<file path="src/rtl/ram_arb_pkg.sv">
// Shared constants for the core/keyboard RAM port arbiter: FSM encoding,
// port identities and the legal read-latency window.
package ram_arb_pkg;

  localparam logic [1:0] IDLE  = 2'd0;
  localparam logic [1:0] GRANT = 2'd1;
  localparam logic [1:0] WAIT  = 2'd2;
  localparam logic [1:0] DONE  = 2'd3;

  localparam logic OWNER_C = 1'b0;
  localparam logic OWNER_K = 1'b1;

  localparam int RD_LAT_MIN = 1;
  localparam int RD_LAT_MAX = 4;

  function automatic bit rd_lat_ok(input int lat);
    return (lat >= RD_LAT_MIN) && (lat <= RD_LAT_MAX);
  endfunction

endpackage

</file>
<file path="src/rtl/arb_rr2.sv">
// Two-way round-robin pick: a lone requester wins outright, a tie goes to
// whichever port did not own the RAM last.
module arb_rr2
  import ram_arb_pkg::*;
(
  input  logic [1:0] req,
  input  logic       last_owner,
  output logic       sel,
  output logic       any
);

  always_comb begin
    any = |req;
    if (req == 2'b11) begin
      sel = ~last_owner;
    end else begin
      sel = req[OWNER_K];
    end
  end

endmodule

</file>
<file path="src/rtl/ram_port_arbiter.sv">
// Shares one single-port synchronous RAM between the CPU load/store path (C)
// and the keyboard scancode writer (K), one access at a time.
module ram_port_arbiter
  import ram_arb_pkg::*;
#(
  parameter int ADDR_W = 16,
  parameter int DATA_W = 16,
  parameter int RD_LAT = 1
) (
  input  logic              CLOCK_50,
  input  logic              RESET_N,
  input  logic              c_req,
  input  logic              c_we,
  input  logic [ADDR_W-1:0] c_addr,
  input  logic [DATA_W-1:0] c_wdata,
  output logic              c_done,
  output logic [DATA_W-1:0] c_rdata,
  input  logic              k_req,
  input  logic              k_we,
  input  logic [ADDR_W-1:0] k_addr,
  input  logic [DATA_W-1:0] k_wdata,
  output logic              k_done,
  output logic [DATA_W-1:0] k_rdata,
  output logic              ram_en,
  output logic              ram_we,
  output logic [ADDR_W-1:0] ram_addr,
  output logic [DATA_W-1:0] ram_wdata,
  input  logic [DATA_W-1:0] ram_rdata,
  output logic              busy,
  output logic              owner
);

  if (!rd_lat_ok(RD_LAT)) begin : g_rd_lat_check
    $error("ram_port_arbiter: RD_LAT must lie in 1..4");
  end

  // Cycles still to wait after the grant cycle before read data is sampled.
  localparam logic [1:0] CNT_LOAD = 2'(RD_LAT - 1);

  logic [1:0]        state_reg, state_next;
  logic              owner_reg, owner_next;
  logic              we_reg, we_next;
  logic [1:0]        cnt_reg, cnt_next;
  logic              ram_en_reg, ram_en_next;
  logic              ram_we_reg, ram_we_next;
  logic [ADDR_W-1:0] ram_addr_reg, ram_addr_next;
  logic [DATA_W-1:0] ram_wdata_reg, ram_wdata_next;
  logic              busy_reg, busy_next;
  logic [1:0]        done_next;
  logic              capture;
  logic              sel;
  logic              any;

  arb_rr2 u_rr (
    .req        ({k_req, c_req}),
    .last_owner (owner_reg),
    .sel        (sel),
    .any        (any)
  );

  always_comb begin
    state_next     = state_reg;
    owner_next     = owner_reg;
    we_next        = we_reg;
    cnt_next       = cnt_reg;
    ram_en_next    = 1'b0;
    ram_we_next    = 1'b0;
    ram_addr_next  = ram_addr_reg;
    ram_wdata_next = ram_wdata_reg;
    done_next      = 2'b00;
    capture        = 1'b0;

    case (state_reg)
      IDLE: begin
        if (any) begin
          state_next     = GRANT;
          owner_next     = sel;
          we_next        = sel ? k_we : c_we;
          ram_addr_next  = sel ? k_addr : c_addr;
          ram_wdata_next = sel ? k_wdata : c_wdata;
          ram_en_next    = 1'b1;
          ram_we_next    = we_next;
        end
      end
      GRANT: begin
        if (we_reg) begin
          state_next           = DONE;
          done_next[owner_reg] = 1'b1;
        end else begin
          cnt_next = CNT_LOAD;
          if (RD_LAT == 1) begin
            state_next           = DONE;
            done_next[owner_reg] = 1'b1;
            capture              = 1'b1;
          end else begin
            state_next = WAIT;
          end
        end
      end
      WAIT: begin
        cnt_next = cnt_reg - 2'd1;
        // Data is sampled on the edge that takes the counter to zero.
        if (cnt_reg == 2'd1) begin
          state_next           = DONE;
          done_next[owner_reg] = 1'b1;
          capture              = 1'b1;
        end
      end
      DONE: begin
        state_next = IDLE;
      end
      default: begin
        state_next = IDLE;
      end
    endcase

    busy_next = (state_next != IDLE);
  end

  always_ff @(posedge CLOCK_50 or negedge RESET_N) begin
    if (!RESET_N) begin
      state_reg     <= IDLE;
      owner_reg     <= OWNER_K;
      we_reg        <= 1'b0;
      cnt_reg       <= 2'd0;
      ram_en_reg    <= 1'b0;
      ram_we_reg    <= 1'b0;
      ram_addr_reg  <= '0;
      ram_wdata_reg <= '0;
      busy_reg      <= 1'b0;
    end else begin
      state_reg     <= state_next;
      owner_reg     <= owner_next;
      we_reg        <= we_next;
      cnt_reg       <= cnt_next;
      ram_en_reg    <= ram_en_next;
      ram_we_reg    <= ram_we_next;
      ram_addr_reg  <= ram_addr_next;
      ram_wdata_reg <= ram_wdata_next;
      busy_reg      <= busy_next;
    end
  end

  // Per-port completion pulse and read-data holding register.
  genvar gi;
  for (gi = 0; gi < 2; gi++) begin : g_port
    logic              done_reg;
    logic [DATA_W-1:0] rdata_reg;

    always_ff @(posedge CLOCK_50 or negedge RESET_N) begin
      if (!RESET_N) begin
        done_reg  <= 1'b0;
        rdata_reg <= '0;
      end else begin
        done_reg <= done_next[gi];
        if (capture && (owner_reg == 1'(gi))) begin
          rdata_reg <= ram_rdata;
        end
      end
    end
  end

  assign c_done    = g_port[0].done_reg;
  assign c_rdata   = g_port[0].rdata_reg;
  assign k_done    = g_port[1].done_reg;
  assign k_rdata   = g_port[1].rdata_reg;
  assign ram_en    = ram_en_reg;
  assign ram_we    = ram_we_reg;
  assign ram_addr  = ram_addr_reg;
  assign ram_wdata = ram_wdata_reg;
  assign busy      = busy_reg;
  assign owner     = owner_reg;

endmodule

</file>
<file path="config.mk">
export PLATFORM = sky130hd
export DESIGN_NAME = ram_port_arbiter
export DESIGN_NICKNAME = d
export VERILOG_FILES = /design/src/rtl/ram_arb_pkg.sv /design/src/rtl/arb_rr2.sv /design/src/rtl/ram_port_arbiter.sv
export SDC_FILE = /design/constraint.sdc
export NUM_CORES = 1
export LEC_CHECK = 0
export CAP_MARGIN = 20
export CORE_MARGIN = 3
export CORE_UTILIZATION = 41
export CTS_CLUSTER_DIAMETER = 60
export DETAILED_ROUTE_END_ITERATION = 10
export GPL_ROUTABILITY_DRIVEN = 0
export GPL_TIMING_DRIVEN = 1
export PLACE_DENSITY = 0.85
export REMOVE_ABC_BUFFERS = 1
export SLEW_MARGIN = 20
export SYNTH_ARGS = -nofsm -noshare
export SYNTH_HDL_FRONTEND = slang
export SYNTH_SLANG_ARGS = --single-unit
</file>
<file path="constraint.sdc">
create_clock -name CLOCK_50 -period 2.25 [get_ports CLOCK_50]
set_clock_uncertainty 0.15 [all_clocks]
set_input_delay 0.675 -clock CLOCK_50 [delete_from_list [all_inputs] [get_ports CLOCK_50]]
set_output_delay 0.675 -clock CLOCK_50 [all_outputs]
set_load 0.01 [all_outputs]
</file>
==> flow_summary.toml <==
[drt]
wl_mm = 8.84
viasPerCell = 5.04
num_vias = 2792
drtPass1Iterations = 4
wl_per_cell_um = 16.0
ant_nets = 0
drc_errors = 0
drt_iter0_markers = 51

[floorplan]
rows = 31
design.core.area_mm2 = 0.00749
die_w_um = 95.1
dieHeight_um = 95.1
start_util = 0.435
die-area_mm2 = 0.00905
io_pins = 156

[cells_and_area]
drive_gt1_frac = 0.152
diodes = 0
layout.cells.non_filler = 554
fin_nets = 541
final_cell_mix = "clkdlybuf4s50_1 (153), dfrtp_1 (74), a21oi_1 (69)"
area_delta_synth_final_pct = 60.1
layout_commonest_cell = "clkdlybuf4s50_1"
fillers = 530

[cts]
cts_buffers = 9
cts_max_level = 3
clock_path_buffers = 2
clock_sinks = 75
ctsHoldBuffers = 0
clock_latency_ps = 340
clkTransAtPathRegs_ps = 80
cts_tree = "yes"
post_cts_buffers = 0
cts_root_buffer = "clkbuf_8"
post_cts_resized = 1

[placed_design]
dpl_worst_slack_ps = 32.6
numPortBuffers = 155
dp_hpwl_mm = 6.65
place_inst = 538

[worst_setup_path]
crit_fanout = 2
critPathLaunchType = "register"
r2r_end = "k_rdata[15]"
required_ps = 1420
r2r_slack_ps = 350
slowest_delay_ps = 550
r2r_start = "state_reg[1]"
end_kind = "output pin"
critPathSlowestCell = "clkdlybuf4s50_1"
path_delay_family = "buffers and inverters"
crit_chain = "clkdlybuf4s50_1"
r2r_cells = 6
crit_start = "ram_wdata[13]"
setup.worst_path.end = "ram_wdata[13]"
critPathArrivalTime_ps = 1290
path_buf_inv = 1
cp.depth = 1
path_class = "reg -> out"

[sta]
finalSetupViolations = 0
fin_crit_sh = 0.938
tns_ps = 0
fin_ws_ps = 140
tightestPinTransition_ps = 329
slew_headroom = 0.781
final_hold_viol_count = 0
period_needed_ps = 2110
slew_viol_final = 0
fin_hold_ws_ps = 76.5
fmax_mhz = 474
grt_setup_unrepaired = "no"

[yosys]
syn_area_mm2 = 0.00326
synth_largest_area_cell = "dfrtp_1"
ys_ff_latch = 75
ys_seq_area_frac = 0.577
syn_area_per_cell_um2 = 11.3
postSynth.asyncResetShare = 1.00
synth_top_area_share = 0.569
ys.flop_type = "dfrtp_1"
ys_top_cells_by_area = "dfrtp_1 (57%), a21oi_1 (11%), mux2_4 (9.2%)"
synth.distinct_cells = 27
synth_edf_count = 0
yosys_warnings = 0
syn_inst = 288

[hold_path]
holdCritPathClass = "in -> async"

[grt]
antenna_found_initial = 0
grt_util_all_layers = 0.200
grt_first_pass_wirelength_mm = 13.9
grt-ovfl-total = 0
grt_max_degree = 36
grt_pass1_vias = 2868

[power_and_ir_drop]
leakage_nw = 2.23
cellPowerDensity_mw_per_mm2 = 1390
ir_drop_v = 0.000592
p_total_mw = 7.25

[run]
maxCapViolCount = 0

[run_status]
status = "finished, final reports clean"
[Yosys cell counts, types with 2 or more instances]
cell type  number
nand2_1        35
nor2_1         36
buf_2           9
inv_1           3
clkbuf_1        4
o21ai_0         3
mux2_2         12
ha_1            5
buf_12          2
a21oi_4         2
mux2_4         20
dfrtp_1        74
a21oi_1        69
[kinds of logic (layout without fill, tap and decap cells)]
group                      Yosys count  count (layout)  synth area share
xor gates and xnor gates             1               1           0.00269
AOI/OAI and AO/OA                   80              80             0.137
adders and majority gates            5               5            0.0192
and+or+nand+nor                     75              75            0.0922
buffers and inverters               19             186            0.0353
DFF                                 75              75             0.577
muxes                               33              33             0.137
[power breakdown]
part	total (mW)	internal [mW]	leakage, nW	switching [mW]
Combinational	3.60	2.07	1.24	1.52
Sequential	2.42	2.04	0.869	0.386
Clock	1.23	0.734	0.119	0.498
Total	7.25	4.84	2.23	2.41
[metrics by stage]
step,area (µm²),utilization
after CTS,5210,0.696
final,5210,0.696
after global placement,4970,0.665
after floorplan,3160,-
after global routing,5210,0.696
after detailed placement,4970,0.665
[layout make-up]
class                      instances  area, µm²  area share
inverter                           4       15.0     0.00288
tap                               99        124      0.0238
sequential                        75       1880       0.360
timing repair buffer             166       1690       0.325
multi-input combinational        194       1260       0.242
clock buffer                       9        124      0.0238
clock inverter                     7        116      0.0223
[how the worst min path moves through the flow]
| stage | from | endpoint | slack [ps] |
|---|---|---|---|
| finish | RESET_N | c_rdata[14] | 80 |
| global route | RESET_N | c_rdata[14] | 80 |
| CTS | RESET_N | c_rdata[14] | 80 |
| floorplan | RESET_N | busy | 230 |
| detailed placement | cnt_reg[1] | cnt_reg[1] | 340 |
| global placement | cnt_reg[1] | cnt_reg[1] | 330 |
[worst register-to-register path, delay by kind of cell (launching register included)]
| kind | cells | cell delay, ps |
|---|---|---|
| AO/OA/AOI/OAI | 1 | 190 |
| adder cells (fa/ha/maj) | 1 | 320 |
| buffers and inverters | 2 | 270 |
| flip-flops | 1 | 400 |
| multiplexers | 1 | 350 |
| AND/OR/NAND/NOR | 1 | 110 |
[layer usage]
| layer | vias up | global-route usage | wire [µm] |
|---|---|---|---|
| met3 | 11 | 0.0639 | 905 |
| li1 | 1304 | - | - |
| met5 | - | 0 | 0 |
| met1 | 1349 | 0.231 | 3510 |
| met2 | 128 | 0.350 | 4320 |
| met4 | 0 | 0.0637 | 105 |
Power figures use the tool's default switching activity.
